--- src/rtl/fetch_unit.sv ---
// Instruction-fetch front end: owns the fetch PC, issues in-order imem requests and queues responses for IF/ID.
// Optional performance counters are compiled in when FETCH_PERF_CNT_EN is defined.
module fetch_unit #(
   parameter logic [63:0] RESET_PC        = 64'h0,
   parameter int          DEPTH           = 4,
   parameter int          MAX_OUTSTANDING = 2,
   parameter logic [31:0] NOP_INSTR       = 32'h0000_0013
) (
   input  logic        clk,
   input  logic        rst_n,
   input  logic        stall_F,
   input  logic        redirect_E,
   input  logic [63:0] redirect_pc_E,
   output logic        imem_req_valid,
   input  logic        imem_req_ready,
   output logic [63:0] imem_req_addr,
   input  logic        imem_rsp_valid,
   input  logic [31:0] imem_rsp_data,
   output logic [63:0] PC_F,
   output logic [31:0] Instr_F,
   output logic        valid_F
`ifdef FETCH_PERF_CNT_EN
   ,
   output logic [63:0] perf_fetched,
   output logic [63:0] perf_redirects,
   output logic [31:0] perf_dropped
`endif
);

   localparam int QAW   = (DEPTH > 1) ? $clog2(DEPTH) : 1;
   localparam int CNT_W = $clog2(DEPTH + 1);
   localparam int PAW   = (MAX_OUTSTANDING > 1) ? $clog2(MAX_OUTSTANDING) : 1;

   // Handshake: a request transfers on a rising edge where imem_req_valid && imem_req_ready;
   // imem_req_addr is stable while valid waits for ready. Responses return in request order
   // and have no backpressure; a response is only meaningful while a request is outstanding.

   logic [63:0]      pc_q;
   logic [63:0]      q_pc    [DEPTH];
   logic [31:0]      q_instr [DEPTH];
   logic [QAW-1:0]   rd_ptr;
   logic [QAW-1:0]   wr_ptr;
   logic [CNT_W-1:0] count;
   logic [CNT_W-1:0] outstanding;
   logic [CNT_W-1:0] drop_cnt;
   logic [63:0]      pf_mem [MAX_OUTSTANDING];
   logic [PAW-1:0]   pf_rd;
   logic [PAW-1:0]   pf_wr;

   logic             req_fire;
   logic             rsp_fire;
   logic             rsp_drop;
   logic             push;
   logic             pop;
   logic [CNT_W:0]   credit_used;
   logic [CNT_W-1:0] outstanding_nxt;

   function automatic logic [PAW-1:0] pf_next(input logic [PAW-1:0] p);
      if (p == PAW'(MAX_OUTSTANDING - 1)) begin
         return '0;
      end
      return p + PAW'(1);
   endfunction

   // Credits cover both queued and in-flight instructions, so a response always finds a free slot.
   always_comb begin
      credit_used     = {1'b0, count} + {1'b0, outstanding};
      imem_req_valid  = rst_n && !redirect_E && (drop_cnt == '0)
                        && (outstanding < CNT_W'(MAX_OUTSTANDING))
                        && (credit_used < (CNT_W + 1)'(DEPTH));
      imem_req_addr   = pc_q;
      req_fire        = imem_req_valid && imem_req_ready;
      rsp_fire        = imem_rsp_valid && (outstanding != '0);
      rsp_drop        = rsp_fire && (redirect_E || (drop_cnt != '0));
      push            = rsp_fire && !rsp_drop;
      valid_F         = (count != '0);
      pop             = valid_F && !stall_F;
      outstanding_nxt = outstanding + CNT_W'(req_fire) - CNT_W'(rsp_fire);
      PC_F            = '0;
      Instr_F         = NOP_INSTR;
      if (valid_F) begin
         PC_F    = q_pc[rd_ptr];
         Instr_F = q_instr[rd_ptr];
      end
   end

   always_ff @(posedge clk or negedge rst_n) begin
      if (!rst_n) begin
         pc_q        <= RESET_PC;
         rd_ptr      <= '0;
         wr_ptr      <= '0;
         count       <= '0;
         outstanding <= '0;
         drop_cnt    <= '0;
         pf_rd       <= '0;
         pf_wr       <= '0;
      end else begin
         outstanding <= outstanding_nxt;
         if (req_fire) begin
            pf_wr <= pf_next(pf_wr);
         end
         if (rsp_fire) begin
            pf_rd <= pf_next(pf_rd);
         end
         if (redirect_E) begin
            // Everything still in flight belongs to the wrong path; a response this cycle is already dropped.
            pc_q     <= {redirect_pc_E[63:2], 2'b00};
            drop_cnt <= outstanding - CNT_W'(rsp_fire);
            count    <= '0;
            rd_ptr   <= wr_ptr;
         end else begin
            if (req_fire) begin
               pc_q <= pc_q + 64'd4;
            end
            if (rsp_drop) begin
               drop_cnt <= drop_cnt - CNT_W'(1);
            end
            if (push) begin
               wr_ptr <= wr_ptr + QAW'(1);
            end
            if (pop) begin
               rd_ptr <= rd_ptr + QAW'(1);
            end
            count <= count + CNT_W'(push) - CNT_W'(pop);
         end
      end
   end

   // Payload storage needs no reset: every read is qualified by count or outstanding.
   always_ff @(posedge clk) begin
      if (req_fire) begin
         pf_mem[pf_wr] <= pc_q;
      end
      if (push) begin
         q_pc[wr_ptr]    <= pf_mem[pf_rd];
         q_instr[wr_ptr] <= imem_rsp_data;
      end
   end

`ifdef FETCH_PERF_CNT_EN
   always_ff @(posedge clk or negedge rst_n) begin
      if (!rst_n) begin
         perf_fetched   <= '0;
         perf_redirects <= '0;
         perf_dropped   <= '0;
      end else begin
         if (pop) begin
            perf_fetched <= perf_fetched + 64'd1;
         end
         if (redirect_E) begin
            perf_redirects <= perf_redirects + 64'd1;
         end
         if (rsp_drop) begin
            perf_dropped <= perf_dropped + 32'd1;
         end
      end
   end
`endif

   a_no_push_when_full: assert property (@(posedge clk) disable iff (!rst_n)
      push |-> (count < CNT_W'(DEPTH)));
   a_outstanding_bound: assert property (@(posedge clk) disable iff (!rst_n)
      outstanding <= CNT_W'(MAX_OUTSTANDING));

endmodule

--- config.mk ---
export PLATFORM = sky130hd
export DESIGN_NAME = fetch_unit
export DESIGN_NICKNAME = d
export VERILOG_FILES = /design/src/rtl/fetch_unit.sv
export SDC_FILE = /design/constraint.sdc
export NUM_CORES = 1
export LEC_CHECK = 0
export BUFFER_PORTS_ARGS = -buffer_cell sky130_fd_sc_hd__buf_2
export CAP_MARGIN = 20
export CELL_PAD_IN_SITES_DETAIL_PLACEMENT = 2
export CELL_PAD_IN_SITES_GLOBAL_PLACEMENT = 2
export CORE_UTILIZATION = 35
export DETAILED_ROUTE_END_ITERATION = 10
export PLACE_DENSITY = 0.78
export SETUP_SLACK_MARGIN = 0.1
export SLEW_MARGIN = 25
export SYNTH_ARGS = -nofsm -noshare
export SYNTH_HDL_FRONTEND = slang
export SYNTH_SLANG_ARGS = --single-unit
--- constraint.sdc ---
create_clock -name clk -period 5.07 [get_ports clk]
set_input_delay 0.507 -clock clk [delete_from_list [all_inputs] [get_ports clk]]
set_output_delay 0.507 -clock clk [all_outputs]
set_load 0.02 [all_outputs]
==> metrics, run 1 <==
post-DR vias/cell 5.33; core area 66100 sq um; Synth top area share 0.639; setup TNS 0 ns; warning count from the yosys run 0; Max Cap Viol 0; first-pass GRT wire length 101000 microns; NumNets Final ~1800; WS Path Type register to output pin; root buffer cell clkbuf_16; Clock Skews between 0.03 and 0.04 ns; PD cells 499 nW/um^2; RR Endpoint imem_req_addr[57]$_DFFE_PN0P_; wirelength, routed 69300 microns; first drt pass iteration count 8; xor/xnor share of the synthesized area 0.00820; Syn Area/Cell 17.2 sq um; DR WL/cell ~27 microns; DP Wirelength around 45000 microns; drt first-iter violations 861; mapped cell area ~23000 sq um; top area cells in the synthesized netlist edfxtp_1 (64%), mux4_2 (9.0%), dfrtp_1 (8.2%); Critical Path AT 3.07 ns; peak supply drop 0.250 mV; post-synthesis simple-gate area fraction 0.0841; Synth area leader edfxtp_1; adder-cell share of the synthesized area 0.0102; FMAX around 0.28 GHz; Hold Path Class input port to register; Final ANT Viol Nets 0; IO Port Bufs roughly 260; ys flop type edfxtp_1; CP Launch Type register; Setup Fix Bufs, Post-CTS 0; clock sinks around 580; compound-cell area share of the yosys netlist 0.0373; die area 68200 sq um; post-layout minimum cycle time roughly 3.6 ns; Reg2Reg Launch Point count[2]$_DFF_PN0_; clk buf depth 3; area taken by multi-input logic gates 6180 sq um; cell area after layout 27900 sq um; layout cell share with drive strength beyond 1 0.328; clock latency at the later pin of the worst-skew pair ~0.63 ns; Seq/Total Area, Yosys 0.721; final setup vio count 0; r2r worst-path depth 9; Die Width 261 microns; slew margin rel. 0.332; Worst R2R Setup Slack 1.68 ns; status complete, but fails checks; CP endpoint kind output pin; CTS buffer count 60; commonest non-fill, non-tap cell in the layout edfxtp_1; hold-critical path depth 3; leakage power between 9 and 10 nW; Least-Margin Pin Slew ~1.0 ns; CP Data Required Time between 4 and 5 ns; fraction of registers with async set/reset 0.133; initial antenna violation count 10; unique cell type count in the Yosys netlist 55; vias in the first global route 15100; Area Overhead vs Synth 18.6%; row count 94; failing checks DRC; Tcrit/Tclk final 0.705; RSZ-0062 raised after global routing false; post-synthesis mux area share 0.121; Seq cells post-synth a little under 600; total congestion overflow 0; number of synthesized flops with an enable pin 500; CTS clk-pin slew, worst paths 0.06 ns; Syn Inst Count about 1400; post-CTS sizing 0; io pins around 260; Pins Over Slew Limit 0; CTS tree done; hold_sp redirect_pc_E[17]; largest family of logic cells by synthesized area multiplexers; hold buffer count at CTS 1; FF+latch area roughly 17000 sq um; Die Ht around 260 microns; GR Util All Layers 0.203; DR DRC count 24; H-tree Lvls 2; final hold viol count 0; Initial Utilization 0.355; CP Max Fanout 30; largest net degree at the start of global routing 71; fill count ~6400; Area after DPL 25900 sq um; placer congestion estimate 0.748; commonest cells after routing, fill and taps aside edfxtp_1 (500), buf_2 (255), and2_1 (98); vias post-DR 13600; Hold Path Sink imem_req_addr[17]$_DFFE_PN0P_
## per-layer routing
metal | up-vias | GRT usage | routed length [microns] | part of all wire
met2 | 371 | 0.354 | 35500 | 0.51
met3 | 102 | 0.0359 | 3870 | 0.056
met1 | 7218 | 0.258 | 28100 | 0.41
met5 | - | 0 | 40 | 0.00058
met4 | 6 | 0.0619 | 1820 | 0.026
li1 | 5897 | - | - | -
## cell usage after synthesis (11+ instances only)
master / number
edfxtp_1: 500
and2_1: 102
mux4_2: 94
nand2_1: 82
dfrtp_1: 77
mux2_2: 63
clkbuf_1: 47
o21ai_0: 44
nor2_1: 39
nand3_1: 33
inv_1: 21
a21oi_1: 19
and3_1: 17
o211ai_1: 17
ha_1: 16
nand4_1: 16
xnor2_1: 16
buf_1: 13
and4_1: 12
a31oi_1: 11
## per-stage QoR
stage	util	hold WS [ns]	std cells	worst slack (ns)	total power, mW
after global placement	0.390	0.340	2429	1.71	9.52
after global routing	0.421	0.0840	2547	1.31	14.5
after CTS	0.421	0.0685	2547	1.39	14.1
after detailed placement	0.391	0.343	2432	1.63	9.75
final	0.421	0.105	2551	1.50	13.9
after floorplan	-	0.211	1365	0.690	8.31
## cell families after synthesis
group / after synthesis
compound gates: 136
other cells: 1
xor+xnor: 22
flops: 577
mux: 159
buf+inv: 98
simple gates: 351
fa+ha+maj: 18
## final cells by class
type | count | share of cell area
Sequential cell | 577 | 0.609
Clock buffer | 86 | 0.0607
Inverter | 22 | 0.00305
Multi-Input combinational cell | 690 | 0.222
Antenna cell | 4 | 0.000359
Tap cell | 864 | 0.0388
Timing Repair Buffer | 280 | 0.0574
Clock inverter | 28 | 0.00930
## flip-flops by register name (all words and copies together) (netlist names)
register and flops:
q_pc 248, q_instr 128, pf_mem 124, imem_req_addr 62, count 3, drop_cnt 3, outstanding 3, rd_ptr 2
wr_ptr 2, pf_rd 1, pf_wr 1
## worst max-delay path, cell delays in order (launching register included)
cell and delay (ns):
dfrtp_4 0.96, buf_4 0.52, mux4_2 0.62, and2_1 0.18
buf_2 0.15
## power breakdown
| part | internal, mW | switching [mW] | leakage, nW |
|---|---|---|---|
| sequential | 5.49 | 0.422 | 5.43 |
| clock | 2.52 | 1.84 | 0.951 |
| combinational | 1.59 | 2.06 | 3.44 |
## worst max-delay path by stage
stage,startpoint,endpoint,slack (ns)
finish,rd_ptr[0]$_DFFE_PN0P_,PC_F[10],1.50
global route,rd_ptr[0]$_DFFE_PN0P_,PC_F[22],1.31
CTS,rd_ptr[0]$_DFFE_PN0P_,PC_F[22],1.39
detailed placement,redirect_E,outstanding[2]$_DFF_PN0_,1.63
global placement,redirect_E,q_pc[2][46]$_DFFE_PP_,1.71
floorplan,count[2]$_DFF_PN0_,pf_mem[0][10]$_DFFE_PP_,0.69
No activity file was read; power rests on OpenSTA's default activity.
==> run 2: changes to the inputs <==
--- a/config.mk
+++ b/config.mk
@@ -5,13 +5,14 @@
 export SDC_FILE = /design/constraint.sdc
 export NUM_CORES = 1
 export LEC_CHECK = 0
+export ABC_AREA = 1
 export BUFFER_PORTS_ARGS = -buffer_cell sky130_fd_sc_hd__buf_2
 export CAP_MARGIN = 20
 export CELL_PAD_IN_SITES_DETAIL_PLACEMENT = 2
 export CELL_PAD_IN_SITES_GLOBAL_PLACEMENT = 2
 export CORE_UTILIZATION = 35
 export DETAILED_ROUTE_END_ITERATION = 10
-export PLACE_DENSITY = 0.78
+export PLACE_DENSITY = 0.86
 export SETUP_SLACK_MARGIN = 0.1
 export SLEW_MARGIN = 25
 export SYNTH_ARGS = -nofsm -noshare
==> constraint.sdc (replaced) <==
create_clock -name clk -period 3 [get_ports clk]
set_input_delay 0.3 -clock clk [delete_from_list [all_inputs] [get_ports clk]]
set_output_delay 0.3 -clock clk [all_outputs]
set_load 0.02 [all_outputs]
==> run 2 against run 1 <==
Effect of this change: critical path depth up 1; critical endpoint is now PC_F[34]; synthesized cell count grew 75%; sequential power grew 71%; largest power group unchanged; sequential share of layout area decreased by 5.1 points; the run now ends clean; core utilization rose by 1.2 points.
==> metrics, run 2 <==
RSZ-0062 raised after global routing true (was false); Power, Total 26.8 mW (was 13.9 mW); WS Path Type register to output pin (unchanged); Area Overhead vs Synth 22.0% (was 18.6%); final setup vio count 0 (unchanged); initial antenna violation count 1 (was 10); Seq cells post-synth 577 (unchanged); ys flop type edfxtp_1 (unchanged); drt first-iter violations 1049 (was 861); Worst R2R Setup Slack 0.34 ns (was 1.68 ns); CP Launch Type register (unchanged); synth cell count leaders nand2_1 (548), nor2_1 (503), edfxtp_1 (500) (was edfxtp_1 (500), and2_1 (102), mux4_2 (94)); Fin Hold WS 0.0478 ns (was 0.105 ns); clk buf depth 3 (unchanged); CP Data Required Time 2.70 ns (was 4.56 ns); GR Util All Layers 0.248 (was 0.203); top area cells in the synthesized netlist edfxtp_1 (60%), nand2_1 (8.3%), dfrtp_1 (7.7%) (was edfxtp_1 (64%), mux4_2 (9.0%), dfrtp_1 (8.2%)); setup TNS 0 ns (unchanged); Hold Path Class input port to register (unchanged); Max Cap Viol 0 (unchanged); core area 70100 sq um (was 66100 sq um); number of synthesized flops with an enable pin 500 (unchanged); peak supply drop 0.803 mV (was 0.250 mV); clock sinks 577 (unchanged); Top Registers q_pc: 248 flops, q_instr: 128 flops, pf_mem: 124 flops (unchanged); CP endpoint kind output pin (unchanged); final non-filler cell total 3724 (was 2551); FMAX approximately 0.35 GHz; status finished, final reports clean (was complete, but fails checks); warning count from the yosys run 0 (unchanged); DR WL/cell 24.0 microns (was 27.2 microns); hold-critical path depth 5 (was 3); commonest non-fill, non-tap cell in the layout nand2_1 (was edfxtp_1); r2r worst-path depth 11 (was 9); Crit path largest cell delay 0.63 ns (was 0.96 ns); Pins Over Slew Limit 0 (unchanged); CTS tree done (unchanged); Clock Skews 0.0124 ns (was 0.0337 ns); clock latency at the later pin of the worst-skew pair 0.64 ns (was 0.63 ns); pre-CTS worst setup slack 0.110 ns (was 1.63 ns); Syn Inst Count 2388 (was 1362); unique cell type count in the Yosys netlist 38 (was 55); H-tree Lvls 2 (unchanged); setup ws final 0.171 ns (was 1.50 ns); first drt pass iteration count 5 (was 8); total congestion overflow 0 (unchanged); CTS buffer count 61 (was 60); layout cell share with drive strength beyond 1 0.155 (was 0.328); final hold viol count 0 (unchanged); Initial Utilization 0.355 (about the same); vias in the first global route 21600 (was 15100); wirelength, routed 89600 microns (was 69300 microns); CTS clk-pin slew, worst paths 0.06 ns (about the same); placer congestion estimate 0.896 (was 0.748); Tcrit/Tclk final 0.943; slew margin rel. 0.484 (was 0.332); Reg2Reg Launch Point outstanding[2]$_DFF_PN0_ (was count[2]$_DFF_PN0_); Die Ht 269 microns (was 261 microns); Hold Path Sink imem_req_addr[52]$_DFFE_PN0P_ (was imem_req_addr[17]$_DFFE_PN0P_); worst path cell trace inv_4 -> buf_16 -> o21ai_0 -> a21oi_1 -> buf_2 (was buf_4 -> mux4_2 -> and2_1 -> buf_2); io pins 264 (unchanged); IO Port Bufs 257 (unchanged); most common cell in the netlist nand2_1 (was edfxtp_1); post-DR vias/cell 5.16 (was 5.33); fraction of registers with async set/reset 0.133 (unchanged); PD cells 883 nW/um^2 (was 499 nW/um^2); mapped cell area 24900 sq um (was 23500 sq um); RR Endpoint count[2]$_DFF_PN0_ (was imem_req_addr[57]$_DFFE_PN0P_); Synth top area share 0.603 (was 0.639); Placed Instances 3516 (was 2432); Final ANT Viol Nets 0 (unchanged); hold_sp redirect_pc_E[52] (was redirect_pc_E[17]); Seq/Total Area, Yosys 0.681 (was 0.721); post-layout minimum cycle time 2.83 ns; DP Wirelength 57500 microns (was 45300 microns); Least-Margin Pin Slew 0.774 ns (was 0.995 ns); Syn Area/Cell 10.4 sq um (was 17.2 sq um); die area 72200 sq um (was 68200 sq um); Top reg by flops q_pc (unchanged); vias post-DR 19200 (was 13600); CP Max Fanout 61 (was 30); DR DRC count 0 (was 24); max FFs per register 248 (unchanged); leakage power 11.8 nW (was 9.82 nW); Die Width 269 microns (was 261 microns); Synth area leader edfxtp_1 (unchanged); crit path max-delay cell type dfrtp_4 (unchanged); Critical Path AT 2.53 ns (was 3.07 ns); commonest cells after routing, fill and taps aside nand2_1 (548), edfxtp_1 (500), nor2_1 (497) (was edfxtp_1 (500), buf_2 (255), and2_1 (98)); largest net degree at the start of global routing 92 (was 71); NumNets Final 2852 (was 1751); root buffer cell clkbuf_16 (unchanged); row count 97 (was 94); first-pass GRT wire length 134000 microns (was 101000 microns)
run 2: changes by cell type after synthesis, moves of 18 or more:
| cell | delta |
|---|---|
| nand2_1 | +466 |
| nor2_1 | +464 |
| o21ai_0 | +157 |
| and2_1 | -102 |
| mux4_2 | -94 |
| inv_1 | +93 |
| a21oi_1 | +78 |
| nand3_1 | +77 |
| mux2_2 | -63 |
| clkbuf_1 | +18 |
run 2: how the worst max path moves through the flow:
stage / from / to / slack, ns / cells past startpoint
finish: rd_ptr[0]$_DFFE_PN0P_ / PC_F[34] / 0.17 / 5
global route: rd_ptr[0]$_DFFE_PN0P_ / Instr_F[0] / 0.09 / 7
CTS: drop_cnt[0]$_DFFE_PN0P_ / q_pc[2][18]$_DFFE_PP_ / 0.09 / 8
detailed placement: drop_cnt[0]$_DFFE_PN0P_ / q_pc[2][8]$_DFFE_PP_ / 0.11 / 8
global placement: drop_cnt[0]$_DFFE_PN0P_ / q_pc[1][5]$_DFFE_PP_ / 0.11 / 8
floorplan: drop_cnt[0]$_DFFE_PN0P_ / q_instr[0][0]$_DFFE_PP_ / -0.88 / 6
run 2: logic make-up after synthesis:
family,synth area share
fa+ha+maj,0.00965
buf+inv,0.0385
compound gates,0.0669
other cells,0.000151
simple gates,0.192
flops,0.681
xor+xnor,0.0123
run 2: through the flow:
step / utilization / area, sq um
2_1_floorplan: - / 24900
3_3_place_gp: 0.391 / 27400
3_5_place_dp: 0.392 / 27500
4_1_cts: 0.432 / 30300
5_1_grt: 0.433 / 30400
6_report: 0.433 / 30400
run 2: routing by layer:
metal / vias up / global-route usage / wire length [microns]
li1: 8695 / - / -
met1: 9945 / 0.296 / 36200
met2: 425 / 0.459 / 47200
met3: 148 / 0.0293 / 3100
met4: 0 / 0.0874 / 2990
met5: - / 0 / 0
run 2: where the power goes:
part | switching, mW | internal, mW
combinational | 6.79 | 2.64
clock | 3.30 | 3.97
sequential | 0.520 | 9.60
run 2: final cells by class:
cell class	instances	area [sq um]
well taps	940	1180
multi-input cells	1575	7060
diodes	2	5.00
fillers	7356	39800
repair buffers	391	2820
clock buffers	78	1600
clock inverters	35	277
flip-flops and latches	577	17000
inverters	126	482
run 2: repair_timing:
item / 4_1_cts / 5_1_grt
cloned: 1 / 0
pin swaps: 0 / 0
resized for setup: 6 / 4
setup endpoints to repair: 84 / 8
setup buffers: 1 / 0
endpoints found under the hold margin: 209 / 0
hold buffers: 89 / 0
run 2: critical path, delay by kind of cell (launching register included):
family | cells | cell delay (ns)
buffers and inverters | 3 | 0.70
flip-flops | 1 | 0.63
AO/OA/AOI/OAI | 2 | 0.52
==> run 3: changes to the inputs <==
--- a/config.mk
+++ b/config.mk
@@ -10,11 +10,13 @@
 export CAP_MARGIN = 20
 export CELL_PAD_IN_SITES_DETAIL_PLACEMENT = 2
 export CELL_PAD_IN_SITES_GLOBAL_PLACEMENT = 2
+export CORE_MARGIN = 2
 export CORE_UTILIZATION = 35
 export DETAILED_ROUTE_END_ITERATION = 10
+export GPL_TIMING_DRIVEN = 0
 export PLACE_DENSITY = 0.86
 export SETUP_SLACK_MARGIN = 0.1
-export SLEW_MARGIN = 25
+export SLEW_MARGIN = 40
 export SYNTH_ARGS = -nofsm -noshare
 export SYNTH_HDL_FRONTEND = slang
 export SYNTH_SLANG_ARGS = --single-unit
==> run 3 against run 2 <==
Effect of this change: routed wire length is 16% higher; sequential share of layout area is 1.6 points lower; final cell count is 2.6% higher; first-iteration DRC count is 63% higher; core utilization is 1.2 points higher; register-to-register slack worse by 0.04 ns; global-route usage is 3.3 points higher; critical path type unchanged; largest power group is now combinational cells.
==> metrics, run 3 (same netlist as run 2, synthesis figures left out) <==
status finished, final reports clean (unchanged); H-tree Lvls 3 (was 2); CTS clk-pin slew, worst paths 0.06 ns (about the same); Fin Hold WS 0.00692 ns (was 0.0478 ns); largest net degree at the start of global routing 54 (was 92); vias in the first global route 23200 (was 21600); Logic pwr share 0.360 (was 0.352); Area Overhead vs Synth 25.7% (was 22.0%); r2r worst-path depth 11 (unchanged); root buffer cell clkbuf_16 (unchanged); commonest cells after routing, fill and taps aside nand2_1 (546), edfxtp_1 (500), nor2_1 (497) (was nand2_1 (548), edfxtp_1 (500), nor2_1 (497)); peak supply drop 0.403 mV (was 0.803 mV); Flop pwr share 0.355 (was 0.377); Die Width 271 microns (was 269 microns); layout cell share with drive strength beyond 1 0.180 (was 0.155); CP top delay family buffers and inverters (unchanged); GRT Max-Usage Layer met2 (unchanged); Max Cap Viol 0 (unchanged); Initial Utilization 0.354 (was 0.355); IO Port Bufs 256 (was 257); total congestion overflow 0 (unchanged); DR DRC count 0 (unchanged); critical path depth 8 (was 5); Clk pwr share 0.286 (was 0.271); RSZ-0062 raised after global routing true (unchanged); wirelength, routed 104000 microns (was 89600 microns); io pins 264 (unchanged); hold-critical path depth 5 (unchanged); Hold Path Class input port to register (unchanged); worst path cell trace buf_6 -> buf_6 -> buf_2 -> nor2_1 -> nor2_1 -> o21ai_0 -> a21oi_1 -> buf_2 (was inv_4 -> buf_16 -> o21ai_0 -> a21oi_1 -> buf_2); cell area after layout 31300 sq um (was 30400 sq um); switching share of power 0.400 (was 0.396); NumNets Final 2951 (was 2852); Least-Margin Pin Slew 0.672 ns (was 0.774 ns); Final ANT Viol Nets 0 (unchanged); Crit path largest cell delay 0.39 ns (was 0.63 ns); pre-CTS worst setup slack -0.229 ns (was 0.110 ns); CP endpoint kind output pin (unchanged); Pins Over Slew Limit 0 (unchanged); CTS buffer count 67 (was 61); core area 70300 sq um (was 70100 sq um); GRT met3 Usage 0.0320 (was 0.0293); row count 97 (unchanged); met1 Resource Use GR 0.338 (was 0.296); Top Registers q_pc: 248 flops, q_instr: 128 flops, pf_mem: 124 flops (unchanged); Power, Total 28.4 mW (was 26.8 mW); drt first-iter violations 1713 (was 1049); clock sinks 577 (unchanged); clk buf depth 3 (unchanged); initial antenna violation count 2 (was 1); CTS tree done (unchanged); final hold viol count 0 (unchanged); met2 GRT Util 0.504 (was 0.459); Area after DPL 28100 sq um (was 27500 sq um); Clock Skews 0.0336 ns (was 0.0124 ns); Placed Instances 3620 (was 3516); CP Max Fanout 10 (was 61); die area 73300 sq um (was 72200 sq um); first-pass GRT wire length 154000 microns (was 134000 microns); sw power 11.4 mW (was 10.6 mW); final setup vio count 0 (unchanged); post-DR vias/cell 5.39 (was 5.16); vias post-DR 20600 (was 19200); placer congestion estimate 0.859 (was 0.896); crit path max-delay cell type dfrtp_1 (was dfrtp_4); PD cells 907 nW/um^2 (was 883 nW/um^2); commonest non-fill, non-tap cell in the layout nand2_1 (unchanged); leakage power 12.3 nW (was 11.8 nW); DP Wirelength 70400 microns (was 57500 microns); final non-filler cell total 3822 (was 3724); max FFs per register 248 (unchanged); Worst Path Buf+Inv 4 (was 3); CP Launch Type register (unchanged); Top reg by flops q_pc (unchanged); slew margin rel. 0.552 (was 0.484); Critical Path AT 2.61 ns (was 2.53 ns); WS Path Type register to output pin (unchanged); DR WL/cell 27.2 microns (was 24.0 microns); first drt pass iteration count 7 (was 5); FMAX 0.344 GHz (was 0.354 GHz); post-layout minimum cycle time 2.91 ns (was 2.83 ns); Tcrit/Tclk final 0.969 (was 0.943); GR Util All Layers 0.281 (was 0.248); clock latency at the later pin of the worst-skew pair 0.62 ns (was 0.64 ns); setup ws final 0.0924 ns (was 0.171 ns); internal power 17.0 mW (was 16.2 mW); CP Data Required Time 2.70 ns (about the same); Die Ht 271 microns (was 269 microns)
-- run 3: changes by cell type in the layout (fill, tap and decap cells not counted), moves of 8 or more --
| cell | delta |
|---|---|
| buf_8 | +15 |
| a21oi_2 | +9 |
| clkbuf_1 | +36 |
| buf_2 | +27 |
| clkbuf_2 | +27 |
| buf_16 | +13 |
| clkbuf_16 | +12 |
| dlygate4sd3_1 | -21 |
| clkinv_2 | -8 |
| a21oi_1 | -9 |
-- run 3: path summary, 6_finish.rpt --
kind	slack [ns]	end	startpoint
setup / recovery	0.09	PC_F[2]	rd_ptr[0]$_DFFE_PN0P_
hold / removal	0.007	imem_req_addr[42]$_DFFE_PN0P_	redirect_pc_E[42]
setup reg to reg	0.30	count[2]$_DFF_PN0_	count[1]$_DFF_PN0_
hold reg to reg	0.57	drop_cnt[1]$_DFFE_PN0P_	drop_cnt[1]$_DFFE_PN0P_
max in group asynchronous	2.22	imem_req_addr[53]$_DFFE_PN0P_	rst_n
min in group asynchronous	0.04	imem_req_addr[33]$_DFFE_PN0P_	rst_n
-- run 3: worst reg2reg max path: stages (launching register included) --
cell and delay (ns):
dfrtp_1 0.45, nor2_1 0.11, nand2_2 0.21, inv_1 0.11
nor2_1 0.45, ha_1 0.34, inv_1 0.06, ha_1 0.13
inv_1 0.05, fa_1 0.39, o21ai_0 0.22, a21oi_1 0.07
-- run 3: per-layer routing --
layer | wire length (microns) | share of wire
met5 | 0 | 0
met3 | 4970 | 0.048
met1 | 40600 | 0.39
met2 | 53300 | 0.51
met4 | 4880 | 0.047
-- run 3: metrics by stage --
stage                util  TNS (ns)
global route        0.445         0
detailed placement  0.400     -9.27
CTS                 0.444         0
floorplan               -   -331.21
global placement    0.390  -1439.27
finish              0.445         0
-- run 3: timing repair --
action	4_1_cts	5_1_grt
endpoints found under the hold margin	240	0
hold buffers	74	0
gates resized for setup	60	22
endpoints found under the setup margin	257	34
setup buffers	5	3
pin swaps	3	2
-- run 3: area by class of cell --
cell class,count,area (sq um)
Fill cell,7301,39000
Antenna cell,1,2.50
Inverter,126,475
Clock inverter,22,151
Sequential cell,577,16900
Clock buffer,97,1970
Tap cell,940,1180
Buffer,113,584
Timing Repair Buffer,371,2880
Multi-Input combinational cell,1575,7100
-- run 3: power groups by stage --
stage	Sequential, mW	Clock, mW	Combinational, mW
6_report	10.1	8.11	10.2
5_1_grt	10.1	8.47	10.9
4_1_cts	10.0	8.17	10.1
3_5_place_dp	10.2	0	9.68
3_3_place_gp	10.2	0	8.79
2_1_floorplan	10.1	0	5.32
